### src/rtl/video_period_scheduler.sv
// video_period_scheduler
//
// Raster timing generator for a TMDS-style video transmitter. Walks an
// (x, y) position across a H_TOTAL x V_TOTAL raster and classifies every
// position into a data-island period: CTRL, PREAMBLE, GUARD or VIDEO.
// A small IDLE / RUN / DRAIN controller starts the raster from a fixed
// home position and lets the current frame finish before parking again,
// so a frame is never truncated by the run request.
//
// Ports
//   pixclk      : pixel clock, all state on the rising edge
//   reset       : asynchronous active-high reset
//   run         : request to generate video
//   pix_valid   : pixel source has data this cycle
//   x, y        : current raster position (10 bits each)
//   hsync/vsync : sync outputs, asserted level is SYNC_POL
//   period      : 0=CTRL, 1=PREAMBLE, 2=GUARD, 3=VIDEO
//   ctl         : CTL3..CTL0 for channels 1/2 (4'b0001 during PREAMBLE)
//   pix_req     : a pixel is consumed this cycle
//   frame_start : one-cycle pulse when (x, y) = (0, 0)
//   busy        : controller is not IDLE
//   underrun    : sticky pixel-starvation flag
//
// Pixel handshake: pix_req is the consumer strobe and pix_valid the
// producer's data-present flag. A pixel transfers on every rising edge
// where both are high; pix_req never waits for pix_valid (the raster cannot
// stall), so an edge with pix_req=1 and pix_valid=0 is a starvation event
// that sets underrun until reset or the next IDLE to RUN transition.
//
// Every output is a register loaded from the decode of the next-state
// counters, so x/y and all the flags describe the same position on the
// same cycle.

module video_period_scheduler #(
  parameter int   H_ACTIVE = 640,
  parameter int   H_FP     = 16,
  parameter int   H_SYNC   = 96,
  parameter int   H_BP     = 48,
  parameter int   V_ACTIVE = 480,
  parameter int   V_FP     = 10,
  parameter int   V_SYNC   = 2,
  parameter int   V_BP     = 33,
  parameter logic SYNC_POL = 1'b1
) (
  input  logic       pixclk,
  input  logic       reset,
  input  logic       run,
  input  logic       pix_valid,
  output logic [9:0] x,
  output logic [9:0] y,
  output logic       hsync,
  output logic       vsync,
  output logic [1:0] period,
  output logic [3:0] ctl,
  output logic       pix_req,
  output logic       frame_start,
  output logic       busy,
  output logic       underrun
);

  localparam int H_TOTAL  = H_ACTIVE + H_FP + H_SYNC + H_BP;
  localparam int V_TOTAL  = V_ACTIVE + V_FP + V_SYNC + V_BP;
  localparam int HS_START = H_ACTIVE + H_FP;
  localparam int HS_END   = H_ACTIVE + H_FP + H_SYNC;
  localparam int VS_START = V_ACTIVE + V_FP;
  localparam int VS_END   = V_ACTIVE + V_FP + V_SYNC;

  // Home: first blanking pixel of the last line. Starting here gives a
  // full preamble and guard on the last line before line 0 of the frame.
  localparam logic [9:0] HOME_X  = 10'(H_ACTIVE);
  localparam logic [9:0] HOME_Y  = 10'(V_TOTAL - 1);
  localparam logic [9:0] X_LAST  = 10'(H_TOTAL - 1);
  localparam logic [9:0] Y_LAST  = 10'(V_TOTAL - 1);

  localparam logic [1:0] ST_IDLE  = 2'd0;
  localparam logic [1:0] ST_RUN   = 2'd1;
  localparam logic [1:0] ST_DRAIN = 2'd2;

  localparam logic [1:0] PER_CTRL     = 2'd0;
  localparam logic [1:0] PER_PREAMBLE = 2'd1;
  localparam logic [1:0] PER_GUARD    = 2'd2;
  localparam logic [1:0] PER_VIDEO    = 2'd3;

  logic [1:0] state;
  logic [1:0] state_nx;
  logic [9:0] x_adv;
  logic [9:0] y_adv;
  logic       adv_home;
  logic [9:0] x_nx;
  logic [9:0] y_nx;

  // Counter advance and controller next state.
  always_comb begin
    x_adv    = (x == X_LAST) ? 10'd0 : x + 10'd1;
    y_adv    = y;
    if (x == X_LAST) begin
      y_adv = (y == Y_LAST) ? 10'd0 : y + 10'd1;
    end
    adv_home = (x_adv == HOME_X) && (y_adv == HOME_Y);

    state_nx = state;
    x_nx     = x;
    y_nx     = y;
    case (state)
      ST_IDLE: begin
        // Counters stay parked this cycle; they move from the next one.
        if (run) begin
          state_nx = ST_RUN;
        end
      end
      ST_RUN: begin
        x_nx = x_adv;
        y_nx = y_adv;
        // Dropping run exactly as the raster reaches home means the frame
        // is already complete, so park directly instead of draining a
        // whole extra frame.
        if (!run) begin
          state_nx = adv_home ? ST_IDLE : ST_DRAIN;
        end
      end
      ST_DRAIN: begin
        x_nx = x_adv;
        y_nx = y_adv;
        if (run) begin
          state_nx = ST_RUN;
        end else if (adv_home) begin
          state_nx = ST_IDLE;
        end
      end
      default: begin
        state_nx = ST_IDLE;
        x_nx     = HOME_X;
        y_nx     = HOME_Y;
      end
    endcase
  end

  // Decode of the next-state position.
  logic       active_nx;
  logic       hs_on_nx;
  logic       vs_on_nx;
  logic       pre_line_nx;
  logic [1:0] period_nx;
  int         xi;
  int         yi;

  always_comb begin
    xi          = int'(x_nx);
    yi          = int'(y_nx);
    active_nx   = (state_nx != ST_IDLE);
    hs_on_nx    = active_nx && (xi >= HS_START) && (xi < HS_END);
    vs_on_nx    = active_nx && (yi >= VS_START) && (yi < VS_END);
    // The line just before an active line carries the preamble/guard.
    pre_line_nx = (yi == V_TOTAL - 1) || (yi + 1 < V_ACTIVE);
    period_nx   = PER_CTRL;
    if (active_nx) begin
      if ((xi < H_ACTIVE) && (yi < V_ACTIVE)) begin
        period_nx = PER_VIDEO;
      end else if (pre_line_nx && (xi >= H_TOTAL - 10) && (xi <= H_TOTAL - 3)) begin
        period_nx = PER_PREAMBLE;
      end else if (pre_line_nx && (xi >= H_TOTAL - 2)) begin
        period_nx = PER_GUARD;
      end
    end
  end

  always_ff @(posedge pixclk or posedge reset) begin
    if (reset) begin
      state       <= ST_IDLE;
      x           <= HOME_X;
      y           <= HOME_Y;
      hsync       <= ~SYNC_POL;
      vsync       <= ~SYNC_POL;
      period      <= PER_CTRL;
      ctl         <= 4'b0000;
      pix_req     <= 1'b0;
      frame_start <= 1'b0;
      busy        <= 1'b0;
      underrun    <= 1'b0;
    end else begin
      state       <= state_nx;
      x           <= x_nx;
      y           <= y_nx;
      hsync       <= hs_on_nx ? SYNC_POL : ~SYNC_POL;
      vsync       <= vs_on_nx ? SYNC_POL : ~SYNC_POL;
      period      <= period_nx;
      ctl         <= (period_nx == PER_PREAMBLE) ? 4'b0001 : 4'b0000;
      pix_req     <= (period_nx == PER_VIDEO);
      frame_start <= active_nx && (x_nx == 10'd0) && (y_nx == 10'd0);
      busy        <= active_nx;
      if ((state == ST_IDLE) && run) begin
        underrun <= 1'b0;
      end else if (pix_req && !pix_valid) begin
        underrun <= 1'b1;
      end
    end
  end

endmodule

### config.mk
export PLATFORM = sky130hd
export DESIGN_NAME = video_period_scheduler
export DESIGN_NICKNAME = d
export VERILOG_FILES = /design/src/rtl/video_period_scheduler.sv
export SDC_FILE = /design/constraint.sdc
export NUM_CORES = 1
export LEC_CHECK = 0
export ABC_AREA = 1
export BUFFER_PORTS_ARGS = -buffer_cell sky130_fd_sc_hd__buf_2
export CORE_ASPECT_RATIO = 1.2
export CORE_MARGIN = 2
export CORE_UTILIZATION = 54
export CTS_BUF_LIST = sky130_fd_sc_hd__clkbuf_4 sky130_fd_sc_hd__clkbuf_8
export DETAILED_ROUTE_END_ITERATION = 12
export PLACE_DENSITY = 0.78
export SYNTH_ARGS = -nofsm -noshare
export SYNTH_HDL_FRONTEND = slang
export SYNTH_SLANG_ARGS = --single-unit
export TNS_END_PERCENT = 5
### constraint.sdc
create_clock -name pixclk -period 2 [get_ports pixclk]
set_input_delay 0.1 -clock pixclk [delete_from_list [all_inputs] [get_ports pixclk]]
set_output_delay 0.1 -clock pixclk [all_outputs]
set_load 0.01 [all_outputs]
; ---- Word level (Yosys, flattened, before mapping)
; Index checks and enable logic that the tools add are counted.
[classes]
n_reduce_logical = 21
order_cmp = 10
eq_ne = 9
n_mux = 20
n_addsub = 3
[op_table]
columns = op, n
row1 = $eq A10 B10 Y1 const B, 5
row2 = $pmux W10 S2, 2
row3 = $ge A10 B10 Y1 const B, 3
row4 = $mux W10, 3
row5 = $add A10 B1 Y10 const B, 2
row6 = $logic_not A10 Y1, 2
row7 = $lt A10 B10 Y1 const B, 2
row8 = $lt A10 B9 Y1 const B, 2
row9 = $mux W2, 9
row10 = $logic_and A1 B1 Y1, 13
row11 = $add A10 B1 Y11 const B, 1
row12 = $lt A11 B9 Y1 const B, 1
row13 = $ge A10 B9 Y1 const B, 1
row14 = $le A10 B10 Y1 const B, 1
row15 = $pmux W2 S3, 1
row16 = $mux W1, 5
row17 = $eq A2 B1 Y1 const B, 2
row18 = $eq A2 B2 Y1 const B, 2
row19 = $reduce_bool A2 Y1, 2
row20 = $logic_not A2 Y1, 1
row21 = $reduce_or A2 Y1, 1
row22 = $logic_not A1 Y1, 1
row23 = $logic_or A1 B1 Y1, 1
[word_totals]
regBits = 31
in_bits = 4
wordCells = 74

; ---- Depth between registers and ports, before layout
[logic_depth]
word_depth = 14
mapped_depth = 20
ltp_nobuf = 19

; ---- Worst setup path before layout
; OpenSTA, ideal clock, no wires.
[synth_path]
kind = reg-to-reg
start = reg y[0]
end = reg period[0]
slack_ps = -191
stages_incl_launch_ff = 20
arrival_ps = 2078
period_less_slack_ps = 2191
path_buffers = 1
required_time_ps = 1887
cell_sequence = dfrtp_1 -> clkbuf_1 -> inv_1 -> ha_1 -> nand2_1 -> nor2_1 -> nand3_1 -> nand2_1 -> nand2_2 -> nand3_1 -> o21ai_1 -> nand2_1 -> o21bai_1 -> nand2_1 -> nand2_1 -> nand2_1 -> nand3_1 -> nand2_1 -> nand2_1 -> inv_1
[synth_between]
elab_chain_cells = 12
word_cells_on_any_way = 24
[synth_lines]
columns = element, line
row1 = "start, declared", 50  ; output logic [9:0] y,
row2 = "start signal, assigned", 183  ; y <= y_nx;
row3 = $add A10 B1 Y10 / $eq A10 B10 Y1 (equally long branches), 97  ; y_adv = (y == Y_LAST) ? 10'd0 : y + 10'd1;
row4 = $mux W10, 97
row5 = $mux W10, 96  ; if (x == X_LAST) begin
row6 = $pmux W10 S2, 104  ; case (state)
row7 = $add A10 B1 Y11, 154  ; pre_line_nx = (yi == V_TOTAL - 1) || (yi + 1 < V_ACTIVE);
row8 = $lt A11 B9 Y1, 154
row9 = $logic_or A1 B1 Y1, 154
row10 = $logic_and A1 B1 Y1 (2 in series), 159  ; end else if (pre_line_nx && (xi >= H_TOTAL - 10) && (xi <= H_TOTAL - 3)) begin
row11 = $mux W2, 159
row12 = $mux W2, 157  ; if ((xi < H_ACTIVE) && (yi < V_ACTIVE)) begin
row13 = $mux W2 *, 156  ; if (active_nx) begin
row14 = net period_nx[0], 143  ; logic [1:0] period_nx;
row15 = "end signal, assigned", 186  ; period <= period_nx;
row16 = "end, declared", 53  ; output logic [1:0] period,
; The timed path passes the listed nets; every way through them passes the cells marked *.
; A chain may end at the register's enable or synchronous reset.

; ---- Worst setup path after layout
[layout_path]
start = reg x[1]
end = reg period[0]
[layout_between]
word_cells_on_any_way = 29
[layout_lines]
columns = element, line
row1 = "start, declared", 49  ; output logic [9:0] x,
row2 = "start signal, assigned", 182  ; x <= x_nx;
row3 = $add A10 B1 Y10 / $eq A10 B10 Y1 (equally long branches), "94, 96"
row4 = "$mux W10, on equally long branches", "94, 96"
row5 = $eq A10 B10 Y1, 99  ; adv_home = (x_adv == HOME_X) && (y_adv == HOME_Y);
row6 = $logic_and A1 B1 Y1 *, 99
row7 = "$mux W2, on equally long branches", "126, 118"
row8 = "$mux W2, on equally long branches", "124, 117"
row9 = $pmux W2 S3 *, 104
row10 = $reduce_bool A2 Y1 *, 150  ; active_nx = (state_nx != ST_IDLE);
row11 = net active_nx, 139  ; logic active_nx;
row12 = $mux W2 *, 156
row13 = net period_nx[0], 143
; Marked as above.

==> impl_metrics.xml <==
<?xml version="1.0" encoding="UTF-8"?>
<metrics>
  <group name="logic_synthesis">
    <metric name="synthesis.area_per_instance" unit="µm²">6.40</metric>
    <metric name="netlist_area" unit="µm²">2580</metric>
    <metric name="netlist.top_cell.by_area" unit="">dfrtp_1</metric>
    <metric name="synth.distinct_cells" unit="">37</metric>
    <metric name="synth.ff_latch_count" unit="">31</metric>
    <metric name="synth.top_cells.by_area" unit="">dfrtp_1, nand2_1, nand3_1</metric>
    <metric name="synth_flop_cell" unit="">dfrtp_1</metric>
    <metric name="async_flop_share" unit="%">100</metric>
    <metric name="ys_seq_area_share" unit="%">30.3</metric>
    <metric name="yosys_warnings" unit="">0</metric>
    <metric name="synthesis.instances" unit="">404</metric>
    <metric name="synth_enable_flop_cells" unit="">0</metric>
    <metric name="post-synth-top-area-fraction" unit="%">25.2</metric>
  </group>
  <group name="place">
    <metric name="placedCellCount" unit="">564</metric>
    <metric name="postPlaceCellArea" unit="µm²">3360</metric>
    <metric name="finalWeightedCongestion" unit="">1.10</metric>
    <metric name="placement.io_buffers" unit="">32</metric>
    <metric name="dp.final_hpwl" unit="mm">6.34</metric>
  </group>
  <group name="final_layout">
    <metric name="final_core_util" unit="%">80.9</metric>
    <metric name="final_layout_size_suffix_gt1_share" unit="%">37.9</metric>
    <metric name="final_cell_area" unit="µm²">3720</metric>
    <metric name="num-fill-cells" unit="">304</metric>
    <metric name="final_net_count" unit="">530</metric>
    <metric name="area.growth.synth_to_final" unit="%">43.9</metric>
    <metric name="most-common-layout-cells" unit="">nand2_1, buf_4, inv_1</metric>
    <metric name="post_layout_nonfiller_instances" unit="">578</metric>
    <metric name="final_common_cell" unit="">nand2_1</metric>
    <metric name="count_of_antenna_diodes_in_the_layout" unit="">0</metric>
  </group>
  <group name="pwr">
    <metric name="worst_ir_drop_vdd" unit="mV">1.02</metric>
    <metric name="power_per_unit_of_standard_cell_area" unit="nW/µm²">1120</metric>
    <metric name="p_leak" unit="nW">2.18</metric>
    <metric name="power" unit="mW">4.18</metric>
  </group>
  <group name="critical_path">
    <metric name="cp.arrival" unit="ns">2.55</metric>
    <metric name="worst_setup_path_end_kind" unit="">register</metric>
    <metric name="r2r_slack" unit="ns">-0.37</metric>
    <metric name="crit_path_start_kind" unit="">register</metric>
    <metric name="critical_path_class" unit="">register to register</metric>
    <metric name="r2r-end" unit="">period[0]</metric>
    <metric name="critical_path.max_fanout" unit="">8</metric>
    <metric name="worst_r2r_path_depth" unit="">15</metric>
    <metric name="critical_path.reg2reg.startpoint" unit="">x[1]</metric>
    <metric name="worst_ep_required_time" unit="ns">2.18</metric>
    <metric name="crit_path_start" unit="">x[1]</metric>
  </group>
  <group name="timing">
    <metric name="minimum_clock_period" unit="ns">2.37</metric>
    <metric name="setup-tns-final" unit="ns">-2.93</metric>
    <metric name="grt_setup_unrepaired" unit="">yes</metric>
    <metric name="fin_skew" unit="ns">0.00780</metric>
    <metric name="timing_max_transition_violations_final" unit="">0</metric>
    <metric name="max_freq" unit="MHz">421</metric>
    <metric name="finalSetupViolations" unit="">10</metric>
    <metric name="final_critical_path_setup_slack" unit="ns">-0.373</metric>
    <metric name="min_period_over_period" unit="%">119</metric>
    <metric name="timing.final.hold_violations" unit="">0</metric>
  </group>
  <group name="grt">
    <metric name="globalRoute.totalOverflow" unit="">0</metric>
    <metric name="grtUsageTotal" unit="%">35.0</metric>
    <metric name="number_of_global_route_vias_before_repair" unit="">3147</metric>
    <metric name="antenna_found_initial" unit="">0</metric>
    <metric name="global_route_wire_length_before_repair" unit="mm">14.1</metric>
    <metric name="grt_max_degree" unit="">32</metric>
  </group>
  <group name="clocking">
    <metric name="worstSkewPairLatency" unit="ns">0.28</metric>
    <metric name="cts-root-to-sink-buffers" unit="">2</metric>
    <metric name="cts_tree" unit="">built</metric>
    <metric name="cts_inserted_buffers" unit="">5</metric>
    <metric name="clock_sinks" unit="">31</metric>
    <metric name="clk_root_buffer_cell" unit="">clkbuf_8</metric>
    <metric name="cts.reportedPaths.clkPinSlew" unit="ns">0.07</metric>
    <metric name="depth_of_the_cts_h_tree" unit="">2</metric>
  </group>
  <group name="die">
    <metric name="dieWidth" unit="µm">67.1</metric>
    <metric name="boundaryPins" unit="">36</metric>
    <metric name="floorplan.die_area" unit="µm²">5360</metric>
    <metric name="rows" unit="">27</metric>
    <metric name="floorplan.initialDensity" unit="%">56.2</metric>
    <metric name="chipHeight" unit="µm">79.8</metric>
    <metric name="core_region_area" unit="µm²">4590</metric>
  </group>
  <group name="detailed_routing">
    <metric name="wl_per_cell" unit="µm">16.0</metric>
    <metric name="drc" unit="">0</metric>
    <metric name="antenna_violating_nets_remaining" unit="">0</metric>
    <metric name="dr_pass1_iterations" unit="">5</metric>
    <metric name="drt-vias-per-instance" unit="">5.62</metric>
    <metric name="detailedRoute.firstIterationViolations" unit="">355</metric>
    <metric name="finalWirelength" unit="mm">9.28</metric>
    <metric name="via_count" unit="">3246</metric>
  </group>
  <group name="min_path">
    <metric name="worstHoldEndpoint" unit="">underrun</metric>
    <metric name="worst_hold_startpoint" unit="">pix_valid</metric>
    <metric name="timing.hold.worst_path_depth" unit="">4</metric>
    <metric name="hold_path.class" unit="">primary input to register</metric>
  </group>
  <group name="outcome">
    <metric name="violations" unit="">negative setup slack</metric>
    <metric name="outcome" unit="">complete, but fails checks</metric>
  </group>
  <group name="run">
    <metric name="maxCapViolations" unit="">0</metric>
  </group>
</metrics>
-- synth_stat cells, types with 2 or more instances --
master and instances:
xor2_1 2, nand2_2 5, nor2_2 3, nand3_1 47
inv_1 62, buf_4 3, o22ai_1 5, dfstp_2 5
buf_2 2, nor3_1 5, dfrtp_1 26, nor2_8 2
nand3_2 5, nor3_2 3, o21ai_1 5, nand4_1 11
clkinv_1 2, ha_1 7, o21ai_0 6, or2_2 2
clkbuf_1 5, a21oi_2 2, a21oi_1 12, nand2_1 133
nor2_1 32
-- worst max path at each step --
stage | endpoint | cells past startpoint | slack [ns]
after floorplan | period[0] | 18 | -0.08
after global placement | period[0] | 16 | -0.28
after detailed placement | period[0] | 16 | -0.28
after CTS | period[0] | 14 | -0.21
after global routing | period[1] | 16 | -0.50
final | period[0] | 15 | -0.37
-- metal layers --
metal  share of wire [%]  GRT usage (%)  vias to the layer above
met5                   0              0                        -
met4                 3.0           14.5                        0
met3                 9.4           6.06                       42
met2                  51           61.5                      214
met1                  37           41.3                     1490
li1                    -              -                     1500
-- report_power, final --
| group | internal (mW) | switching (mW) | total (mW) |
|---|---|---|---|
| Clock | 0.271 | 0.225 | 0.495 |
| Combinational | 1.13 | 1.61 | 2.74 |
| Sequential | 0.819 | 0.124 | 0.943 |
| Total | 2.22 | 1.96 | 4.18 |
-- worst max-delay path, stage by stage, from the launching register on --
cell     delay (ns)
dfrtp_1        0.40
ha_4           0.17
nand2_4        0.08
nor2_8         0.21
nand3_4        0.20
nand3_1        0.19
buf_4          0.14
nand4_1        0.10
nor2_1         0.11
nand4_1        0.13
nand2_1        0.11
nand3_2        0.11
nand2_4        0.13
nand2_2        0.07
nand2_1        0.06
inv_1          0.04
-- cells by family after synthesis --
| family | share of synthesized area, % |
|---|---|
| compound gates | 7.07 |
| buf+inv | 12.5 |
| other cells | 0.145 |
| simple gates | 45.9 |
| flops | 30.3 |
| xor+xnor | 0.678 |
| fa+ha+maj | 3.39 |
-- cell type report --
class | instances | area [µm²] | area share (%)
clock buffer | 7 | 83.8 | 2.26
clock inverter | 1 | 5.00 | 0.135
inverter | 65 | 250 | 6.73
multi-input combinational | 300 | 1720 | 46.2
sequential | 31 | 783 | 21.1
tap | 58 | 72.6 | 1.95
timing repair buffer | 116 | 806 | 21.7
-- timing repair --
action                                  4_1_cts  5_1_grt
pin swaps                                     5       21
hold endpoints to repair                     26        0
gates cloned                                  2        0
hold buffers                                  1        0
buffers inserted                              3        0
resized for setup                            22       33
endpoints found under the setup margin       10       10
-- per-stage QoR --
| stage | setup WS, ns | hold WS [ns] |
|---|---|---|
| finish | -0.373 | 0.119 |
| global route | -0.501 | 0.156 |
| CTS | -0.210 | 0.117 |
| detailed placement | -0.282 | 0.241 |
| global placement | -0.280 | 0.187 |
| floorplan | -0.0772 | 0.200 |
-- registers in the layout, indices dropped and copies added (netlist names) --
register     cells
state            2
underrun         1
pix_req          1
ctl              1
frame_start      1
busy             1
vsync            1
x               10
period           2
y               10
hsync            1
Note: power is estimated with default switching activity, not from simulation.
